==> config.mk <==
export PLATFORM = sky130hd
export DESIGN_NAME = opa_issue_ctrl
export DESIGN_NICKNAME = d
export VERILOG_FILES = /design/src/rtl/opa_issue_ctrl.sv
export SDC_FILE = /design/constraint.sdc
export NUM_CORES = 1
export LEC_CHECK = 0
export ABC_AREA = 1
export CAP_MARGIN = 40
export CORE_AREA = 2 2 91 93
export DETAILED_ROUTE_END_ITERATION = 16
export DIE_AREA = 0 0 93 95
export PLACE_DENSITY = 0.83
export SYNTH_ARGS = -nofsm -noshare
export SYNTH_HDL_FRONTEND = slang
export SYNTH_SLANG_ARGS = --single-unit
==> constraint.sdc <==
create_clock -name i_clk -period 1.55 [get_ports i_clk]
set_input_delay 0.2325 -clock i_clk [delete_from_list [all_inputs] [get_ports i_clk]]
set_output_delay 0.2325 -clock i_clk [all_outputs]
set_load 0.005 [all_outputs]
==> src/rtl/opa_issue_ctrl.sv <==
// ID->EX operand-A issue controller: decodes the source select, holds one issued
// instruction in a valid/ready output slice, and inserts load-use bubbles.
// Optional perf counters are enabled with the OPA_PERF_CNT_EN macro.
module opa_issue_ctrl #(
    parameter int WIDTH    = 32,
    parameter int LU_STALL = 1,
    parameter int CNT_W    = 16
) (
    input  logic             i_clk,
    input  logic             i_rst,
    input  logic             i_flush,
    input  logic             i_in_valid,
    output logic             o_in_ready,
    input  logic [31:0]      i_instr,
    input  logic [WIDTH-1:0] i_pc,
    output logic             o_out_valid,
    input  logic             i_out_ready,
    output logic [1:0]       o_uidetect,
    output logic [WIDTH-1:0] o_pc,
    output logic [4:0]       o_rs1,
    output logic [4:0]       o_rd,
    output logic             o_is_load,
    output logic [CNT_W-1:0] o_auipc_cnt,
    output logic [CNT_W-1:0] o_lui_cnt
);
    localparam int HZ_W = (LU_STALL < 1) ? 1 : $clog2(LU_STALL + 1);

    localparam logic [6:0] OP_LUI   = 7'b0110111;
    localparam logic [6:0] OP_AUIPC = 7'b0010111;
    localparam logic [6:0] OP_LOAD  = 7'b0000011;

    typedef enum logic {S_EMPTY, S_FULL} state_t;

    state_t            state_q, state_d;
    logic [1:0]        uid_q, uid_d;
    logic [WIDTH-1:0]  pc_q, pc_d;
    logic [4:0]        rs1_q, rs1_d;
    logic [4:0]        rd_q, rd_d;
    logic              ld_q, ld_d;
    logic [4:0]        hz_rd_q, hz_rd_d;
    logic [HZ_W-1:0]   hz_cnt_q, hz_cnt_d;

    logic [6:0] opc;
    logic [1:0] dec_uid;
    logic       dec_rs1_used;
    logic       hazard;
    logic       accept;
    logic       drain;
    logic       unused_instr_bits;

    assign opc               = i_instr[6:0];
    assign unused_instr_bits = ^{i_instr[31:20], i_instr[14:12]};

    always_comb begin
        dec_uid      = 2'b00;
        dec_rs1_used = 1'b0;
        if (opc == OP_LUI) begin
            dec_uid = 2'b10;
        end else if (opc == OP_AUIPC) begin
            dec_uid = 2'b01;
        end else begin
            case (opc)
                7'b0110011, 7'b0010011, 7'b0000011,
                7'b0100011, 7'b1100011, 7'b1100111: dec_rs1_used = 1'b1;
                default:                            dec_rs1_used = 1'b0;
            endcase
        end
    end

    // x0 never creates a dependency, and a zero stall depth disables the check.
    assign hazard = (LU_STALL != 0) && (hz_cnt_q != '0) && dec_rs1_used &&
                    (i_instr[19:15] == hz_rd_q) && (i_instr[19:15] != 5'd0);

    assign o_out_valid = (state_q == S_FULL);
    assign o_in_ready  = !i_rst && !i_flush && (!o_out_valid || i_out_ready) && !hazard;
    assign accept      = i_in_valid && o_in_ready;
    assign drain       = o_out_valid && i_out_ready;

    always_comb begin
        state_d  = state_q;
        uid_d    = uid_q;
        pc_d     = pc_q;
        rs1_d    = rs1_q;
        rd_d     = rd_q;
        ld_d     = ld_q;
        hz_rd_d  = hz_rd_q;
        hz_cnt_d = hz_cnt_q;

        if (i_flush) begin
            state_d  = S_EMPTY;
            hz_cnt_d = '0;
        end else begin
            if (accept) begin
                state_d = S_FULL;
                uid_d   = dec_uid;
                pc_d    = i_pc;
                rs1_d   = (dec_uid == 2'b00) ? i_instr[19:15] : 5'd0;
                rd_d    = i_instr[11:7];
                ld_d    = (opc == OP_LOAD);
            end else if (drain) begin
                state_d = S_EMPTY;
            end

            // A fresh load drain restarts the window rather than decrementing it.
            if (drain && ld_q && (rd_q != 5'd0)) begin
                hz_rd_d  = rd_q;
                hz_cnt_d = HZ_W'(LU_STALL);
            end else if (hz_cnt_q != '0) begin
                hz_cnt_d = hz_cnt_q - HZ_W'(1);
            end
        end
    end

    always_ff @(posedge i_clk) begin
        if (i_rst) begin
            state_q  <= S_EMPTY;
            uid_q    <= 2'b00;
            pc_q     <= '0;
            rs1_q    <= 5'd0;
            rd_q     <= 5'd0;
            ld_q     <= 1'b0;
            hz_rd_q  <= 5'd0;
            hz_cnt_q <= '0;
        end else begin
            state_q  <= state_d;
            uid_q    <= uid_d;
            pc_q     <= pc_d;
            rs1_q    <= rs1_d;
            rd_q     <= rd_d;
            ld_q     <= ld_d;
            hz_rd_q  <= hz_rd_d;
            hz_cnt_q <= hz_cnt_d;
        end
    end

    assign o_uidetect = uid_q;
    assign o_pc       = pc_q;
    assign o_rs1      = rs1_q;
    assign o_rd       = rd_q;
    assign o_is_load  = ld_q;

`ifdef OPA_PERF_CNT_EN
    logic [CNT_W-1:0] auipc_cnt_q, auipc_cnt_d;
    logic [CNT_W-1:0] lui_cnt_q, lui_cnt_d;

    // Saturating counts of issued PC/zero selects; flush does not clear them.
    always_comb begin
        auipc_cnt_d = auipc_cnt_q;
        lui_cnt_d   = lui_cnt_q;
        if (drain && !i_flush) begin
            if (uid_q == 2'b01 && auipc_cnt_q != '1) auipc_cnt_d = auipc_cnt_q + CNT_W'(1);
            if (uid_q == 2'b10 && lui_cnt_q != '1)   lui_cnt_d   = lui_cnt_q + CNT_W'(1);
        end
    end

    always_ff @(posedge i_clk) begin
        if (i_rst) begin
            auipc_cnt_q <= '0;
            lui_cnt_q   <= '0;
        end else begin
            auipc_cnt_q <= auipc_cnt_d;
            lui_cnt_q   <= lui_cnt_d;
        end
    end

    assign o_auipc_cnt = auipc_cnt_q;
    assign o_lui_cnt   = lui_cnt_q;
`else
    assign o_auipc_cnt = '0;
    assign o_lui_cnt   = '0;
`endif

endmodule

==> impl_results.md, run 1 <==
* WS Path Type: primary input to output pin
* TritonCTS clock tree: built
* Number of global-route vias before repair at roughly 2,800
* Clock skew at 0.00753 ns
* Hold Path Class: primary input to register
* Status: finished, violations left
* MaxCap Viol Count at 0
* Tmin final at 1.63 ns
* Worst EP required at 1.32 ns
* IO Port Bufs at 100
* R2R Path Start: hz_rd_q[0]
* Worst vdd ir at 0.428 mV
* Setup ws final at -0.0765 ns
* Register area at 0.00105 mm²
* Crit. End Element: output pin
* Congestion Overflow GR at 0
* Setup TNS at -0.128 ns
* Netlist cell types at 26
* Die Height at about 95 µm
* Number of synthesized register bits at 52
* Inst Count DP at approximately 700
* Worst-Skew Late Latency at 0.30 ns
* CTS Root Cell: clkbuf_8
* Routed via count at 3,050
* Average size of a mapped cell at 6.56 µm²
* Detailed placer's ending HPWL at 5.76 mm
* Largest net degree at the start of global routing at 45
* DIE AREA at 0.00884 mm²
* Gpl congestion at 0.883
* Pwr dens at 692 mW/mm²
* # setup viols final at 7
* Area growth syn-to-layout at 36.9%
* CTS H-tree depth at 2
* # fillers at 774
* Starting DRT DRC Count at between 100 and 150
* Die X at 93 µm
* Rows at 33
* Clock-pin slew on the worst setup and hold paths at 0.10 ns
* DRC at 0
* Antenna diodes at 0
* CP Launch Type: primary input
* Number of nets in the layout at 670
* Layout cells sized above 1 at 13.8%
* Fin crit share at 105%
* Post-DRT Antenna Nets at 0
* Total track usage at 17.7%
* Largest fanout on the critical path at 2
* RSZ-0062 raised after global routing: true
* Post-Syn Area at 0.00320 mm²
* CORE AREA at approximately 0.0079 mm²
* Detailed Routing Iterations Pass 1 at 4
* CTS sink count at between 50 and 60
* Initial core utilization at 40.4%
* Slew Viols, Final at 0
* CTS buffer count at 5
* Failing checks: negative setup slack
* Worst Setup SP: i_instr[2]
* Post-Layout Cell Count at 707
* Final wirelength at just under 8 mm
* Max Clk Rate at 615 MHz
* Pleak at 2.23 nW
* Endpoints failing hold at 0
* Post-synthesis cell count at 488
* Synth warn at 0
* Antenna violations before repair at 0
* IO Pins at 148
* Avg WL per Cell at ~11 µm
* Global-route wire length before repair at 12.7 mm
* Min-delay src: i_in_valid
* Multi-input gate area at 0.00129 mm²
* Worst EP arrival at 1.39 ns
* Seq/Total Area, Yosys at between 30% and 40%
* Via density per instance at 4.31
* FF-to-FF setup slack at 0.04 ns
* Clock Tree Buf Depth at 2
* Power Total at ~3.0 mW
-- cells in the mapped netlist, drive strengths merged --
cell    count  area [µm²]
nand3       7        57.6
clkbuf      1        3.75
xor2        1        8.76
nand4      48         300
dfxtp      52        1040
o21ai       4        20.0
nor3        3        15.0
xnor2       1        8.76
a211oi      1        7.51
nand2     110         413
inv       141         529
conb        1        3.75
nor2       55         277
buf        55         463
and2        1        6.26
or2         1        6.26
a21oi       6        41.3
-- stage by stage --
stage,instance area (µm²),utilization [%],setup slack (ns),hold slack [ns]
3_5_place_dp,4230,53.3,-0.466,0.492
4_1_cts,4360,55.0,-0.0689,0.416
2_1_floorplan,3320,-,0.204,0.305
5_1_grt,4380,55.3,-0.148,0.425
6_report,4380,55.3,-0.0765,0.413
3_3_place_gp,4230,53.3,-0.435,0.484
-- cell families (layout without fill, tap and decap cells) --
group / count (synthesis) / after routing / share of synthesized area, %
AO/OA/AOI/OAI: 11 / 11 / 2.15
AND/OR/NAND/NOR: 225 / 225 / 33.6
buffers and inverters: 197 / 280 / 31.1
other: 1 / 32 / 0.117
flip-flops: 52 / 52 / 32.5
XOR/XNOR: 2 / 2 / 0.547
-- path summary, 6_finish.rpt --
path,to,depth (start not counted)
max,o_in_ready,9
min,o_out_valid,4
min reg2reg,o_out_valid,2
max reg2reg,o_pc[14],11
-- flip-flops by register name, indices dropped and copies added, names as in the netlist --
| signal | count |
|---|---|
| o_pc | 32 |
| hz_rd_q | 5 |
| o_rd | 5 |
| o_rs1 | 5 |
| o_uidetect | 2 |
| hz_cnt_q | 1 |
| o_is_load | 1 |
| o_out_valid | 1 |
-- critical path, stage by stage --
cell and delay (ns):
clkdlybuf4s50_1 0.43, inv_1 0.09, nand2_1 0.06, nand2_1 0.06, nand2_1 0.06, inv_1 0.06, nand3_2 0.10, and2_4 0.17
buf_6 0.11
-- timing repair --
item,CTS,global route
setup endpoints to repair,46,49
hold buffers,0,0
setup buffers,3,0
pin swaps,6,1
gates resized for setup,19,9
-- report_power, final --
part	switching (mW)	total (mW)	internal, mW
clock network	0.441	0.921	0.480
logic	0.315	0.679	0.364
registers	0.0358	1.43	1.40
-- routing by layer --
| layer | track usage, % | vias to the layer above | part of all wire (%) |
|---|---|---|---|
| met1 | 21.4 | 1354 | 44 |
| met4 | 5.88 | 0 | 2.1 |
| li1 | - | 1583 | - |
| met5 | 0 | - | 0 |
| met2 | 31.4 | 98 | 49 |
| met3 | 3.67 | 15 | 5.2 |
-- cell usage in the layout (no fill, tap or decap), drive strengths merged --
cell | Yosys | final
inv | 141 | 141
nand2 | 110 | 110
clkdlybuf4s50 | 0 | 90
nor2 | 55 | 55
dfxtp | 52 | 52
nand4 | 48 | 48
buf | 55 | 33
conb | 1 | 32
dlygate4sd2 | 0 | 8
nand3 | 7 | 7
a21oi | 6 | 6
clkbuf | 1 | 6
o21ai | 4 | 4
nor3 | 3 | 3
xnor2 | 1 | 1
xor2 | 1 | 1
or2 | 1 | 1
and2 | 1 | 1
a211oi | 1 | 1
clkinv | 0 | 1
bufinv | 0 | 1
-- final cells by class --
class | count | share of cell area [%]
flip-flops and latches | 52 | 23.9
well taps | 105 | 3.00
multi-input cells | 270 | 29.5
clock buffers | 6 | 1.66
repair buffers | 131 | 29.1
inverters | 141 | 12.1
clock inverters | 2 | 0.799
Note: power is estimated with default switching activity, not from simulation.
==> inputs of run 2 (changes only) <==
==> config.mk (replaced) <==
export PLATFORM = sky130hd
export DESIGN_NAME = opa_issue_ctrl
export DESIGN_NICKNAME = d
export VERILOG_FILES = /design/src/rtl/opa_issue_ctrl.sv
export SDC_FILE = /design/constraint.sdc
export NUM_CORES = 1
export LEC_CHECK = 0
export CAP_MARGIN = 40
export CORE_AREA = 2 2 86 88
export DETAILED_ROUTE_END_ITERATION = 16
export DIE_AREA = 0 0 88 90
export PLACE_DENSITY = 0.81
export SYNTH_ARGS = -nofsm -noshare
export SYNTH_HDL_FRONTEND = slang
export SYNTH_SLANG_ARGS = --single-unit
==> run 2 against run 1 <==
The run still ends with negative setup slack left. Register-to-register slack lost 0.21 ns. Non-clock buffer count grew 2. Routed wire length shrank 22%. First-iteration DRC count shrank 57%. Hold slack lost 0.13 ns. Cell area shrank 8.5%. Clock power grew 1%. Power shrank 3.0%. Highest routed layer unchanged.
==> impl_results.md, run 2 <==
* Clock-pin slew on the worst setup and hold paths at 0.10 ns
* Switching Share at 22.9%
* Commonest cells after routing, fill and taps aside: clkdlybuf4s50_1, dfxtp_1, nor2b_1, mux2_4, conb_1
* Worst EP arrival at 1.92 ns
* Pwr dens at 734 mW/mm²
* IO Port Bufs at 100
* Die Height at roughly 90 µm
* Global-route wire length before repair at 9.38 mm
* Final wirelength at 6.05 mm
* RSZ-0062 raised after global routing: true
* CP Launch Type: register
* Number of global-route vias before repair at 1,998
* Worst vdd ir at 0.409 mV
* Antenna violations before repair at 0
* Number of synthesized flops with an enable pin at 0
* Crit. End Element: register
* Avg WL per Cell at 13.0 µm
* Layout cells sized above 1 at between 20% and 30%
* Area share of and/or/nand/nor cells after synthesis at 18.1%
* Synth warn at 0
* Rows at 31
* Switch Pwr at 672 µW
* CORE AREA at 0.00702 mm²
* Average size of a mapped cell at 10.9 µm²
* Status: finished, violations left
* Most common cell in the synthesized netlist: dfxtp_1
* Endpoints failing hold at 0
* Number of synthesized register bits at 52
* Starting DRT DRC Count at 55
* Synth Area in Compound Gates at 3.69%
* Clock Tree Buf Depth at 2
* Worst EP required at around 1.8 ns
* Hold Path Class: primary input to register
* FF-to-FF setup slack at -0.17 ns
* DIE AREA at 0.00792 mm²
* Ys flop type: dfxtp_1
* Detailed placer's ending HPWL at 4.24 mm
* Die X at about 88 µm
* Power Total at 2.94 mW
* Clock skew at roughly 0.009 ns
* CTS Root Cell: clkbuf_8
* Largest register FFs at 32
* CTS buffer count at 5
* Inst Count DP at 448
* Post-Layout Cell Count at 465
* Initial core utilization at 36.7%
* Most common cell after layout, fill and taps aside: clkdlybuf4s50_1
* Post-synthesis cell count at between 200 and 250
* CTS Hold Buffers Added at 0
* Max Clk Rate at 582 MHz
* Yosys top cell by area: dfxtp_1
* Congestion Overflow GR at 0
* Final hold slack at 0.286 ns
* Post-synthesis mux area share at 23.9%
* Gpl congestion at 0.729
* Area growth syn-to-layout at 55.5%
* Seq/Total Area, Yosys at 40.4%
* Netlist cell types at 29
* XOR/XNOR Fraction of Synth Area at approximately 1.7%
* Slew Viols, Final at 0
* CTS H-tree depth at 2
* CTS sink count at 52
* Via density per instance at roughly 4.2
* TritonCTS clock tree: built
* IO Pins at 148
* Fin crit share at 111%
* Largest cells by area after synthesis: dfxtp_1, mux2_4, buf_4
* Gate power share at just under 20%
* WS Path Type: register to register
* Routed via count at 1,961
* Fraction of registers with async set/reset at 0%
* Antenna diodes at 0
* Number of nets in the layout at approximately 430
* DRC at 0
* Pleak at 1.82 nW
* Seq pwr share at 48.4%
* Internal power at 2.27 mW
* Commonest cells post-synth: dfxtp_1, nor2b_1, buf_4, mux2_4, nand2_1
* Tmin final at roughly 1.7 ns
* Post-Syn Area at 0.00258 mm²
* Failing checks: negative setup slack
* Clock power frac at 31.7%
* Post-Synth Adder-Cell Area at 0%
* Setup ws final at -0.169 ns
* Top cell type's share of synthesized area at 40.4%
* Total track usage at between 10% and 20%
* Largest fanout on the critical path at 10
* # setup viols final at 46
* Detailed Routing Iterations Pass 1 at 4
* Worst-Skew Late Latency at around 0.31 ns
* Post-DRT Antenna Nets at 0
* MaxCap Viol Count at 0
* Largest net degree at the start of global routing at 23
* Largest family of logic cells by synthesized area: multiplexers
[run 2: cell count changes in the layout (fill, tap and decap cells not counted), sizes merged, moves of 8 or more]
cell    previous run  this run
nor2              55         5
mux2               0        37
nor2b              0        37
inv              141         0
mux2i              0         8
nand2b             0        10
nand4             48         0
nand2            110        16
[run 2: path summary, 6_finish.rpt]
path | cells after the start | to | start
worst max-delay path | 6 | o_pc[12] | hz_cnt_q
worst min register to register | 2 | hz_rd_q[2] | hz_rd_q[2]
worst max register to register | 6 | o_pc[12] | hz_cnt_q
worst min-delay path | 3 | o_out_valid | i_rst
[run 2: power by group through the flow]
stage	sequential (mW)	clock [mW]	combinational, mW
global route	1.43	1.01	0.631
detailed placement	1.45	0	0.547
floorplan	1.46	0	0.271
finish	1.42	0.932	0.586
global placement	1.45	0	0.539
CTS	1.42	0.973	0.594
[run 2: final cells by class]
| cell class | count | area, µm² |
|---|---|---|
| fillers | 602 | 3010 |
| flip-flops and latches | 52 | 1040 |
| clock inverters | 3 | 42.5 |
| multi-input cells | 173 | 1380 |
| clock buffers | 5 | 68.8 |
| repair buffers | 133 | 1350 |
| well taps | 99 | 124 |
[run 2: critical path, cell delays in order, from the launching register on]
cell,delay [ns]
dfxtp_2,0.33
and4b_1,0.22
nand3_2,0.11
o31ai_4,0.28
buf_6,0.20
buf_12,0.16
mux2_4,0.30
[run 2: repair_timing]
action | 4_1_cts | 5_1_grt
setup buffers | 7 | 0
gates cloned | 3 | 1
setup endpoints to repair | 52 | 54
gates resized for setup | 45 | 8
pin swaps | 6 | 6
[run 2: per-stage QoR]
stage | worst slack, ns | setup TNS (ns) | instance area [µm²] | util (%)
6_report | -0.169 | -6.03 | 4010 | 57.1
5_1_grt | -0.250 | -9.51 | 4010 | 57.1
4_1_cts | -0.208 | -7.73 | 4020 | 57.2
3_5_place_dp | -0.795 | -33.53 | 3710 | 52.9
3_3_place_gp | -0.785 | -32.77 | 3710 | 52.9
2_1_floorplan | -0.150 | -4.81 | 2700 | -
[run 2: kinds of logic after synthesis]
logic type / after synthesis
simple gates: 80
mux: 45
other cells: 1
compound gates: 11
buf+inv: 43
xor+xnor: 5
flops: 52
[run 2: routing by layer]
layer | routed length (µm) | part of all wire (%) | track usage (%)
met3 | 518 | 8.6 | 5.14
met1 | 2500 | 41 | 17.8
met2 | 2990 | 49 | 25.8
met5 | 0 | 0 | 0
met4 | 39 | 0.65 | 3.46
